===== src/rtl/cordic_angle_sequencer.sv =====
// Streams atan(2^-i) ROM entries 0..n_iter to the CORDIC Z-path over valid/ready.
// Define CORDIC_ANGLE_PREFETCH_EN for the prefetching FIFO variant.
module cordic_angle_sequencer #(
  parameter int W = 32
) (
  input  logic         clk,
  input  logic         rst,
  input  logic         start,
  input  logic [4:0]   n_iter,
  output logic         rom_enable,
  output logic [4:0]   rom_address,
  input  logic [W-1:0] rom_data,
  output logic         angle_valid,
  input  logic         angle_ready,
  output logic [W-1:0] angle_data,
  output logic [4:0]   angle_index,
  output logic         angle_last,
  output logic         busy,
  output logic         done
);

`ifdef CORDIC_ANGLE_PREFETCH_EN

  typedef enum logic [1:0] {
    P_IDLE,
    P_RUN,
    P_DONE
  } state_e;

  state_e       state_q, state_d;
  logic         rom_enable_q, rom_enable_d;
  logic [4:0]   rom_address_q, rom_address_d;
  logic [4:0]   next_idx_q, next_idx_d;
  logic         issued_all_q, issued_all_d;
  logic         pend_q, pend_d;
  logic [4:0]   pend_idx_q, pend_idx_d;
  logic [4:0]   last_idx_q, last_idx_d;
  logic         busy_q, busy_d;
  logic         done_q, done_d;
  logic         valid_q, valid_d;
  logic [1:0]   occ_q, occ_d;
  logic [W-1:0] data_q [3];
  logic [W-1:0] data_d [3];
  logic [4:0]   tag_q [3];
  logic [4:0]   tag_d [3];
  logic         lst_q [3];
  logic         lst_d [3];
  logic         pop;
  logic [1:0]   occ_t;

  always_ff @(posedge clk) begin
    if (!rst) begin
      state_q       <= P_IDLE;
      rom_enable_q  <= 1'b0;
      rom_address_q <= '0;
      next_idx_q    <= '0;
      issued_all_q  <= 1'b0;
      pend_q        <= 1'b0;
      pend_idx_q    <= '0;
      last_idx_q    <= '0;
      busy_q        <= 1'b0;
      done_q        <= 1'b0;
      valid_q       <= 1'b0;
      occ_q         <= '0;
      for (int i = 0; i < 3; i++) begin
        data_q[i] <= '0;
        tag_q[i]  <= '0;
        lst_q[i]  <= 1'b0;
      end
    end else begin
      state_q       <= state_d;
      rom_enable_q  <= rom_enable_d;
      rom_address_q <= rom_address_d;
      next_idx_q    <= next_idx_d;
      issued_all_q  <= issued_all_d;
      pend_q        <= pend_d;
      pend_idx_q    <= pend_idx_d;
      last_idx_q    <= last_idx_d;
      busy_q        <= busy_d;
      done_q        <= done_d;
      valid_q       <= valid_d;
      occ_q         <= occ_d;
      for (int i = 0; i < 3; i++) begin
        data_q[i] <= data_d[i];
        tag_q[i]  <= tag_d[i];
        lst_q[i]  <= lst_d[i];
      end
    end
  end

  always_comb begin
    state_d       = state_q;
    rom_enable_d  = 1'b0;
    rom_address_d = rom_address_q;
    next_idx_d    = next_idx_q;
    issued_all_d  = issued_all_q;
    pend_d        = rom_enable_q;
    pend_idx_d    = rom_address_q;
    last_idx_d    = last_idx_q;
    busy_d        = busy_q;
    done_d        = done_q;
    valid_d       = valid_q;
    occ_d         = occ_q;
    data_d        = data_q;
    tag_d         = tag_q;
    lst_d         = lst_q;
    pop           = valid_q & angle_ready;
    occ_t         = occ_q;
    unique case (state_q)
      P_IDLE: begin
        if (start) begin
          state_d       = P_RUN;
          rom_enable_d  = 1'b1;
          rom_address_d = '0;
          next_idx_d    = 5'd1;
          issued_all_d  = (n_iter == 5'd0);
          last_idx_d    = n_iter;
          busy_d        = 1'b1;
        end
      end
      P_RUN: begin
        if (pop) begin
          for (int i = 0; i < 2; i++) begin
            data_d[i] = data_q[i+1];
            tag_d[i]  = tag_q[i+1];
            lst_d[i]  = lst_q[i+1];
          end
          occ_t = occ_q - 2'd1;
        end
        // Slot 0 is the registered output; arrivals land behind survivors.
        if (pend_q) begin
          data_d[occ_t] = rom_data;
          tag_d[occ_t]  = pend_idx_q;
          lst_d[occ_t]  = (pend_idx_q == last_idx_q);
          occ_t         = occ_t + 2'd1;
        end
        occ_d   = occ_t;
        valid_d = (occ_t != 2'd0);
        if (!issued_all_q &&
            (({1'b0, occ_t} + {2'b0, rom_enable_q}) < 3'd3)) begin
          rom_enable_d  = 1'b1;
          rom_address_d = next_idx_q;
          next_idx_d    = next_idx_q + 5'd1;
          issued_all_d  = (next_idx_q == last_idx_q);
        end
        if (pop && lst_q[0]) begin
          done_d  = 1'b1;
          valid_d = 1'b0;
          occ_d   = '0;
          state_d = P_DONE;
        end
      end
      P_DONE: begin
        done_d  = 1'b0;
        busy_d  = 1'b0;
        state_d = P_IDLE;
      end
      default: state_d = P_IDLE;
    endcase
  end

  assign rom_enable  = rom_enable_q;
  assign rom_address = rom_address_q;
  assign angle_valid = valid_q;
  assign angle_data  = data_q[0];
  assign angle_index = tag_q[0];
  assign angle_last  = lst_q[0];
  assign busy        = busy_q;
  assign done        = done_q;

`else

  typedef enum logic [2:0] {
    S_IDLE,
    S_REQ,
    S_CAP,
    S_OFFER,
    S_DONE
  } state_e;

  state_e       state_q, state_d;
  logic         rom_enable_q, rom_enable_d;
  logic [4:0]   rom_address_q, rom_address_d;
  logic [4:0]   idx_q, idx_d;
  logic [4:0]   last_idx_q, last_idx_d;
  logic         angle_valid_q, angle_valid_d;
  logic [W-1:0] angle_data_q, angle_data_d;
  logic [4:0]   angle_index_q, angle_index_d;
  logic         angle_last_q, angle_last_d;
  logic         busy_q, busy_d;
  logic         done_q, done_d;

  always_ff @(posedge clk) begin
    if (!rst) begin
      state_q       <= S_IDLE;
      rom_enable_q  <= 1'b0;
      rom_address_q <= '0;
      idx_q         <= '0;
      last_idx_q    <= '0;
      angle_valid_q <= 1'b0;
      angle_data_q  <= '0;
      angle_index_q <= '0;
      angle_last_q  <= 1'b0;
      busy_q        <= 1'b0;
      done_q        <= 1'b0;
    end else begin
      state_q       <= state_d;
      rom_enable_q  <= rom_enable_d;
      rom_address_q <= rom_address_d;
      idx_q         <= idx_d;
      last_idx_q    <= last_idx_d;
      angle_valid_q <= angle_valid_d;
      angle_data_q  <= angle_data_d;
      angle_index_q <= angle_index_d;
      angle_last_q  <= angle_last_d;
      busy_q        <= busy_d;
      done_q        <= done_d;
    end
  end

  always_comb begin
    state_d       = state_q;
    rom_enable_d  = rom_enable_q;
    rom_address_d = rom_address_q;
    idx_d         = idx_q;
    last_idx_d    = last_idx_q;
    angle_valid_d = angle_valid_q;
    angle_data_d  = angle_data_q;
    angle_index_d = angle_index_q;
    angle_last_d  = angle_last_q;
    busy_d        = busy_q;
    done_d        = done_q;
    unique case (state_q)
      S_IDLE: begin
        if (start) begin
          state_d       = S_REQ;
          rom_enable_d  = 1'b1;
          rom_address_d = '0;
          idx_d         = '0;
          last_idx_d    = n_iter;
          busy_d        = 1'b1;
        end
      end
      S_REQ: begin
        rom_enable_d = 1'b0;
        state_d      = S_CAP;
      end
      S_CAP: begin
        angle_data_d  = rom_data;
        angle_index_d = idx_q;
        angle_last_d  = (idx_q == last_idx_q);
        angle_valid_d = 1'b1;
        state_d       = S_OFFER;
      end
      S_OFFER: begin
        if (angle_ready) begin
          angle_valid_d = 1'b0;
          if (angle_last_q) begin
            done_d  = 1'b1;
            state_d = S_DONE;
          end else begin
            idx_d         = idx_q + 5'd1;
            rom_enable_d  = 1'b1;
            rom_address_d = idx_q + 5'd1;
            state_d       = S_REQ;
          end
        end
      end
      S_DONE: begin
        done_d  = 1'b0;
        busy_d  = 1'b0;
        state_d = S_IDLE;
      end
      default: state_d = S_IDLE;
    endcase
  end

  assign rom_enable  = rom_enable_q;
  assign rom_address = rom_address_q;
  assign angle_valid = angle_valid_q;
  assign angle_data  = angle_data_q;
  assign angle_index = angle_index_q;
  assign angle_last  = angle_last_q;
  assign busy        = busy_q;
  assign done        = done_q;

`endif

endmodule

===== config.mk =====
export PLATFORM = sky130hd
export DESIGN_NAME = cordic_angle_sequencer
export DESIGN_NICKNAME = d
export VERILOG_FILES = /design/src/rtl/cordic_angle_sequencer.sv
export SDC_FILE = /design/constraint.sdc
export NUM_CORES = 1
export LEC_CHECK = 0
export ABC_AREA = 1
export CORE_ASPECT_RATIO = 1.1
export CORE_MARGIN = 3
export CORE_UTILIZATION = 39
export CTS_CLUSTER_DIAMETER = 50
export CTS_CLUSTER_SIZE = 40
export DETAILED_ROUTE_END_ITERATION = 16
export PLACE_DENSITY = 0.76
export SYNTH_ARGS = -nofsm -noshare
export SYNTH_HDL_FRONTEND = slang
export SYNTH_SLANG_ARGS = --single-unit

===== constraint.sdc =====
create_clock -name clk -period 1.09 [get_ports clk]
set_input_delay 0.2725 -clock clk [delete_from_list [all_inputs] [get_ports clk]]
set_output_delay 0.2725 -clock clk [all_outputs]
set_load 0.02 [all_outputs]

==> flow_summary_export.csv, run 1 <==
group,metric,value,unit
die,initial_utilization,41.1,%
route,routed_via_density,4.83,
finish,layout_common_cells,"buf_4 (61), inv_1 (44), dfxtp_2 (42), clkdlybuf4s50_1 (40)",
clock_tree,clockBufferDepth,2,
route,final_antenna_net_count,0,
route,wl_met2,3.69,mm
route,wl_met1,2.84,mm
die,die_h,85.9,um
timing,slew_violations,0,
route,firstDrtPassIters,3,
yosys,ys_types,28,
global_routing,grt_max_degree,22,
finish,area_delta_synth_final,79.0,%
timing,report.final.setup_viol,54,
power,powerDensity,1830,nW/um^2
yosys,syn_area_per_cell,7.96,um^2
clock_tree,htree_num_levels,2,
timing,layout_setup_ws,-0.119,ns
worst_setup_path,reg2reg_depth,6,
yosys,syn-num-nets,326,
clock_tree,path_clk_slew,0.10,ns
power,vdd_drop_max,1.07,mV
global_routing,grt_pass1_vias,2168,
finish,post-route-util,73.6,%
die,io_pins,88,
route,drc,0,
place,dpl_cell_area,3410,um^2
die,rows,28,
outcome,outcome,"finished with violations",
global_routing,grt_pass1_wl,10.2,mm
clock_tree,cts.sinks,55,
clock_tree,tritoncts,"yes",
timing,fin_worst_skew,0.00675,ns
finish,layout_commonest_cell,"buf_4",
route,wl_per_cell,14.2,um
clock_tree,hold_buffers,0,
min_path,worstHoldStart,"angle_data[21]$_SDFFE_PN0P_",
worst_setup_path,worstPathMaxFanout,6,
place,gp_congestion,0.812,
worst_setup_path,reg2reg_from,"state_q[1]$_SDFFE_PN0P_",
route,highest_layer,"met4",
finish,final_layout_size_suffix_gt1_share,55.3,%
route,wl,6.85,mm
global_routing,grt_overflow,0,
yosys,synth_warnings,0,
place,port_buffers,87,
place,hpwl,4.22,mm
die,core_area,5500,um^2
route,met3_length,254,um
timing,worst_pin_slew,0.512,ns
yosys,synthCells,284,
worst_setup_path,end_kind,"flop",
die,die_w,78.6,um
timing,fmax,827,MHz
timing,fin_crit_sh,111,%
timing,slew_headroom,65.8,%
clock_tree,root_buffer,"clkbuf_8",
timing,rsz0062_at_grt,"true",
worst_setup_path,required,1.27,ns
finish,nets,448,
route,drt-initial-drc-count,78,
timing,hold_ws,0.443,ns
min_path,hold_path_class,"reg -> reg",
clock_tree,clock_latency,0.30,ns
outcome,violations,"setup timing",
clock_tree,numCtsBuffers,5,
place,place_ws,-0.394,ns
global_routing,antenna_found_initial,0,
power,leakage,0.00169,uW
flow_run,cap_violations,0,
finish,antenna_cells,0,
worst_setup_path,r2r_setup_slack,-0.12,ns
finish,final_area,4050,um^2
yosys,synth_seq_cells,55,
route,vias,2328,
yosys,ys_seq_area_share,48.7,%
finish,n_fill_cell,408,
worst_setup_path,critPathLaunchType,"flop",
die,dieArea,6750,um^2
timing,hold_viol,0,
yosys,syn_area,2260,um^2
timing,period_needed,1.21,ns
worst_setup_path,worstReg2RegEnd,"last_idx_q[1]$_SDFFE_PN0P_",
global_routing,grt_util_all_layers,18.5,%
worst_setup_path,critPathKind,"reg -> reg",
min_path,min_to,"angle_data[21]$_SDFFE_PN0P_",
worst_setup_path,cp.arrival,1.39,ns
min_path,hold_path_depth,2,
## worst max-delay path, stage by stage, from the launching register on
cell and delay (ns):
dfxtp_2 0.34, buf_12 0.13, buf_4 0.15, nor3_4 0.17, nand2_2 0.15, nand2_1 0.09
a21oi_1 0.06
## routing by layer
layer	up-vias	global-route usage (%)
li1	1166	-
met1	1104	22.8
met2	51	33.4
met3	7	3.36
met4	0	3.97
met5	-	0
## area by class of cell
type | count | area [um^2] | share of cell area [%]
multi-input combinational | 167 | 1200 | 29.7
timing repair buffer | 130 | 1300 | 32.2
inverter | 47 | 184 | 4.54
sequential | 55 | 1170 | 28.9
clock inverter | 1 | 8.76 | 0.216
clock buffer | 7 | 86.3 | 2.13
tap | 75 | 93.8 | 2.32
## worst max path at each step
stage | start | depth (start not counted) | end
2_1_floorplan | state_q[0]$_SDFFE_PN0P_ | 9 | idx_q[4]$_SDFFE_PN0P_
3_3_place_gp | angle_ready | 8 | idx_q[1]$_SDFFE_PN0P_
3_5_place_dp | start | 8 | idx_q[1]$_SDFFE_PN0P_
4_1_cts | state_q[1]$_SDFFE_PN0P_ | 5 | angle_data[10]$_SDFFE_PN0P_
5_1_grt | state_q[1]$_SDFFE_PN0P_ | 9 | idx_q[0]$_SDFFE_PN0P_
6_report | state_q[1]$_SDFFE_PN0P_ | 6 | last_idx_q[1]$_SDFFE_PN0P_
## report_power, final
part / total (uW) / switching, uW / internal, uW
sequential: 2750 / 277 / 2470
clock: 1180 / 661 / 523
combinational: 3490 / 1780 / 1710
## cell usage after synthesis (all sizes together)
library cell	number	share of area (%)
ha	1	0.55
nand4	2	0.55
clkbuf	6	1.0
and3b	1	0.44
nor2	18	3.8
inv	46	7.6
nand3	12	3.4
nand2	32	6.2
buf	10	3.7
xor2	5	1.9
a21oi	48	11
clkinv	1	0.17
o21bai	1	0.33
a31oi	2	0.55
nor3	4	1.4
dfxtp	55	49
o21ai	40	8.9
## state kept, by name, indices dropped and copies added (netlist names), 3 cells and up
signal / count
angle_data: 32
angle_index: 5
idx_q: 5
last_idx_q: 5
state_q: 3
## per-stage QoR
stage	total power, uW	cells	TNS (ns)
after detailed placement	5440	458	-18.39
after CTS	6940	473	-3.35
after global placement	5360	458	-16.54
after floorplan	4140	284	-0.0570
after global routing	7850	482	-6.71
final	7420	482	-3.60
## kinds of logic (layout without fill, tap and decap cells)
group                      count (synthesis)  in the layout  synth area share [%]
AOI/OAI and AO/OA                         91             91                  20.5
and+or+nand+nor                           69             70                  15.8
buffers and inverters                     63            185                  12.5
DFF                                       55             55                  48.7
xor gates and xnor gates                   5              5                  1.94
adders and majority gates                  1              1                 0.553
## what timing repair did
action | 4_1_cts | 5_1_grt
pin swaps | 16 | 11
buffers inserted | 3 | 7
gates resized for setup | 298 | 116
endpoints found under the setup margin | 102 | 102
gates cloned | 4 | 3
Note: power is estimated with default switching activity, not from simulation.
==> run 2: changes to the inputs <==
CORE_UTILIZATION = 47   (was 39)
PLACE_DENSITY = 0.85   (was 0.76)
TNS_END_PERCENT = 20   (was default)
clock period = 1.4 ns   (was 1.09 ns; I/O delays follow)
==> flow_summary_export.csv, run 2 (synthesized netlist as in run 1, its figures left out) <==
group,metric,value,unit
power,p_int,3160,uW
outcome,outcome,"finished, final reports clean",
flow_run,cap_violations,0,
power,swShare,34.7,%
worst_setup_path,crit_chain,"dlygate4sd2_1",
die,rows,25,
worst_setup_path,cp.arrival,1.00,ns
clock_tree,htree_num_levels,2,
clock_tree,clockBufferDepth,2,
route,vias,2107,
finish,area_delta_synth_final,46.4,%
timing,period_needed,1.35,ns
finish,post-route-util,74.0,%
power,leakage,0.00151,uW
global_routing,grt_max_degree,33,
clock_tree,root_buffer,"clkbuf_8",
finish,layout_commonest_cell,"dfxtp_1",
route,drc,0,
die,core_area,4470,um^2
clock_tree,path_clk_slew,0.09,ns
timing,slew_violations,0,
timing,tns,0,ns
worst_setup_path,required,1.05,ns
timing,rsz0062_at_grt,"false",
place,gp_congestion,0.802,
die,die_h,78.7,um
clock_tree,cts.sinks,55,
power,power,4850,uW
power,powerDensity,1460,nW/um^2
power,pwr-share-seq,41.7,%
timing,fin_worst_skew,0.00584,ns
route,final_antenna_net_count,0,
global_routing,grt_pass1_wl,8.88,mm
power,comb_power_share,37.7,%
worst_setup_path,critPathKind,"reg -> out",
clock_tree,tritoncts,"yes",
worst_setup_path,critPathLaunchType,"flop",
place,hpwl,3.93,mm
die,io_pins,88,
timing,report.final.setup_viol,0,
timing,hold_viol,0,
worst_setup_path,critPathSlowestCell,"dfxtp_1",
route,drt-initial-drc-count,88,
worst_setup_path,cp_num_buf_inv,1,
clock_tree,clock_latency,0.30,ns
global_routing,grt_overflow,0,
finish,antenna_cells,0,
timing,fmax,741,MHz
finish,layout_common_cells,"dfxtp_1 (53), a21oi_1 (47), inv_1 (45), dlygate4sd2_1 (45)",
power,p_switching,1680,uW
global_routing,grt_pass1_vias,2024,
power,clockPowerShare,20.6,%
timing,layout_setup_ws,0.0501,ns
place,place_ws,-0.129,ns
power,vdd_drop_max,1.00,mV
route,wl_per_cell,11.9,um
route,wl,5.19,mm
die,initial_utilization,50.5,%
worst_setup_path,worstPathMaxFanout,2,
finish,nets,423,
timing,slew_headroom,72.2,%
min_path,hold_path_class,"reg -> reg",
worst_setup_path,cp_slowest_stage_delay,0.37,ns
die,dieArea,5680,um^2
die,die_w,72.1,um
global_routing,antenna_found_initial,0,
timing,fin_crit_sh,96.4,%
clock_tree,numCtsBuffers,5,
finish,final_layout_size_suffix_gt1_share,10.5,%
route,routed_via_density,4.84,
place,port_buffers,87,
worst_setup_path,cp_top_family,"flip-flops",
timing,worst_pin_slew,0.416,ns
worst_setup_path,end_kind,"output port",
global_routing,grt_util_all_layers,19.2,%
route,firstDrtPassIters,4,
finish,largest_reg_flops,32,
run 2: changes by cell type in the layout (fill, tap and decap cells not counted), sizes merged:
cell           previous run  this run
clkbuf                   10         6
clkdlybuf4s15             0         2
bufinv                    0         1
clkinv                    2         1
buf                      87        19
nor2                     19        18
dlygate4sd2               0        45
run 2: layout make-up:
cell class                      instances  area (um^2)
Clock inverter                          1         30.0
Fill cell                             370         1160
Sequential cell                        55         1100
Clock buffer                            6         72.6
Inverter                               47          176
Multi-Input combinational cell        166          877
Timing Repair Buffer                  106          982
Tap cell                               54         67.6
run 2: what timing repair did:
action,4_1_cts,5_1_grt
hold buffers,0,0
pin swaps,0,1
endpoints found under the setup margin,79,33
gates resized for setup,48,3
buffers inserted,0,2
run 2: power groups by stage:
stage / sequential (uW) / clock [uW] / combinational, uW
after global routing: 2060 / 1060 / 2020
final: 2020 / 996 / 1830
after global placement: 2060 / 0 / 1950
after floorplan: 2400 / 0 / 794
after CTS: 2020 / 1020 / 1820
after detailed placement: 2070 / 0 / 2000
run 2: path summary, 6_finish.rpt:
path,from,endpoint,slack [ns],depth (start not counted)
worst max-delay path,idx_q[2]$_SDFFE_PN0P_,rom_address[2],0.05,1
worst min-delay path,angle_data[22]$_SDFFE_PN0P_,angle_data[22]$_SDFFE_PN0P_,0.44,2
worst max register to register,angle_last$_SDFFE_PN0P_,idx_q[4]$_SDFFE_PN0P_,0.12,9
worst min register to register,angle_data[22]$_SDFFE_PN0P_,angle_data[22]$_SDFFE_PN0P_,0.44,2
run 2: routing by layer:
layer	up-vias	track usage, %	wire length, um
li1	1102	-	-
met1	931	23.7	2330
met2	67	33.1	2470
met3	7	4.18	322
met4	0	5.64	76
met5	-	0	0
run 2: worst register-to-register path: stages (launching register included):
cell and delay (ns):
dfxtp_1 0.31, buf_4 0.14, inv_1 0.05, nand2_1 0.04
nand2_1 0.08, nand3_1 0.14, nor2_4 0.25, nand2_1 0.09
nand2_1 0.06, nor2_1 0.04
run 2: metrics by stage:
stage	instances	cell area (um^2)	hold slack, ns
2_1_floorplan	284	2260	0.452
3_3_place_gp	426	3250	0.430
3_5_place_dp	426	3250	0.434
4_1_cts	433	3290	0.445
5_1_grt	435	3310	0.462
6_report	435	3310	0.442
==> run 3: changes to the inputs <==
CAP_MARGIN = 40   (was default)
==> results of run 3 <==
No change in the layout: final DEF, timing and power equal those of run 2.
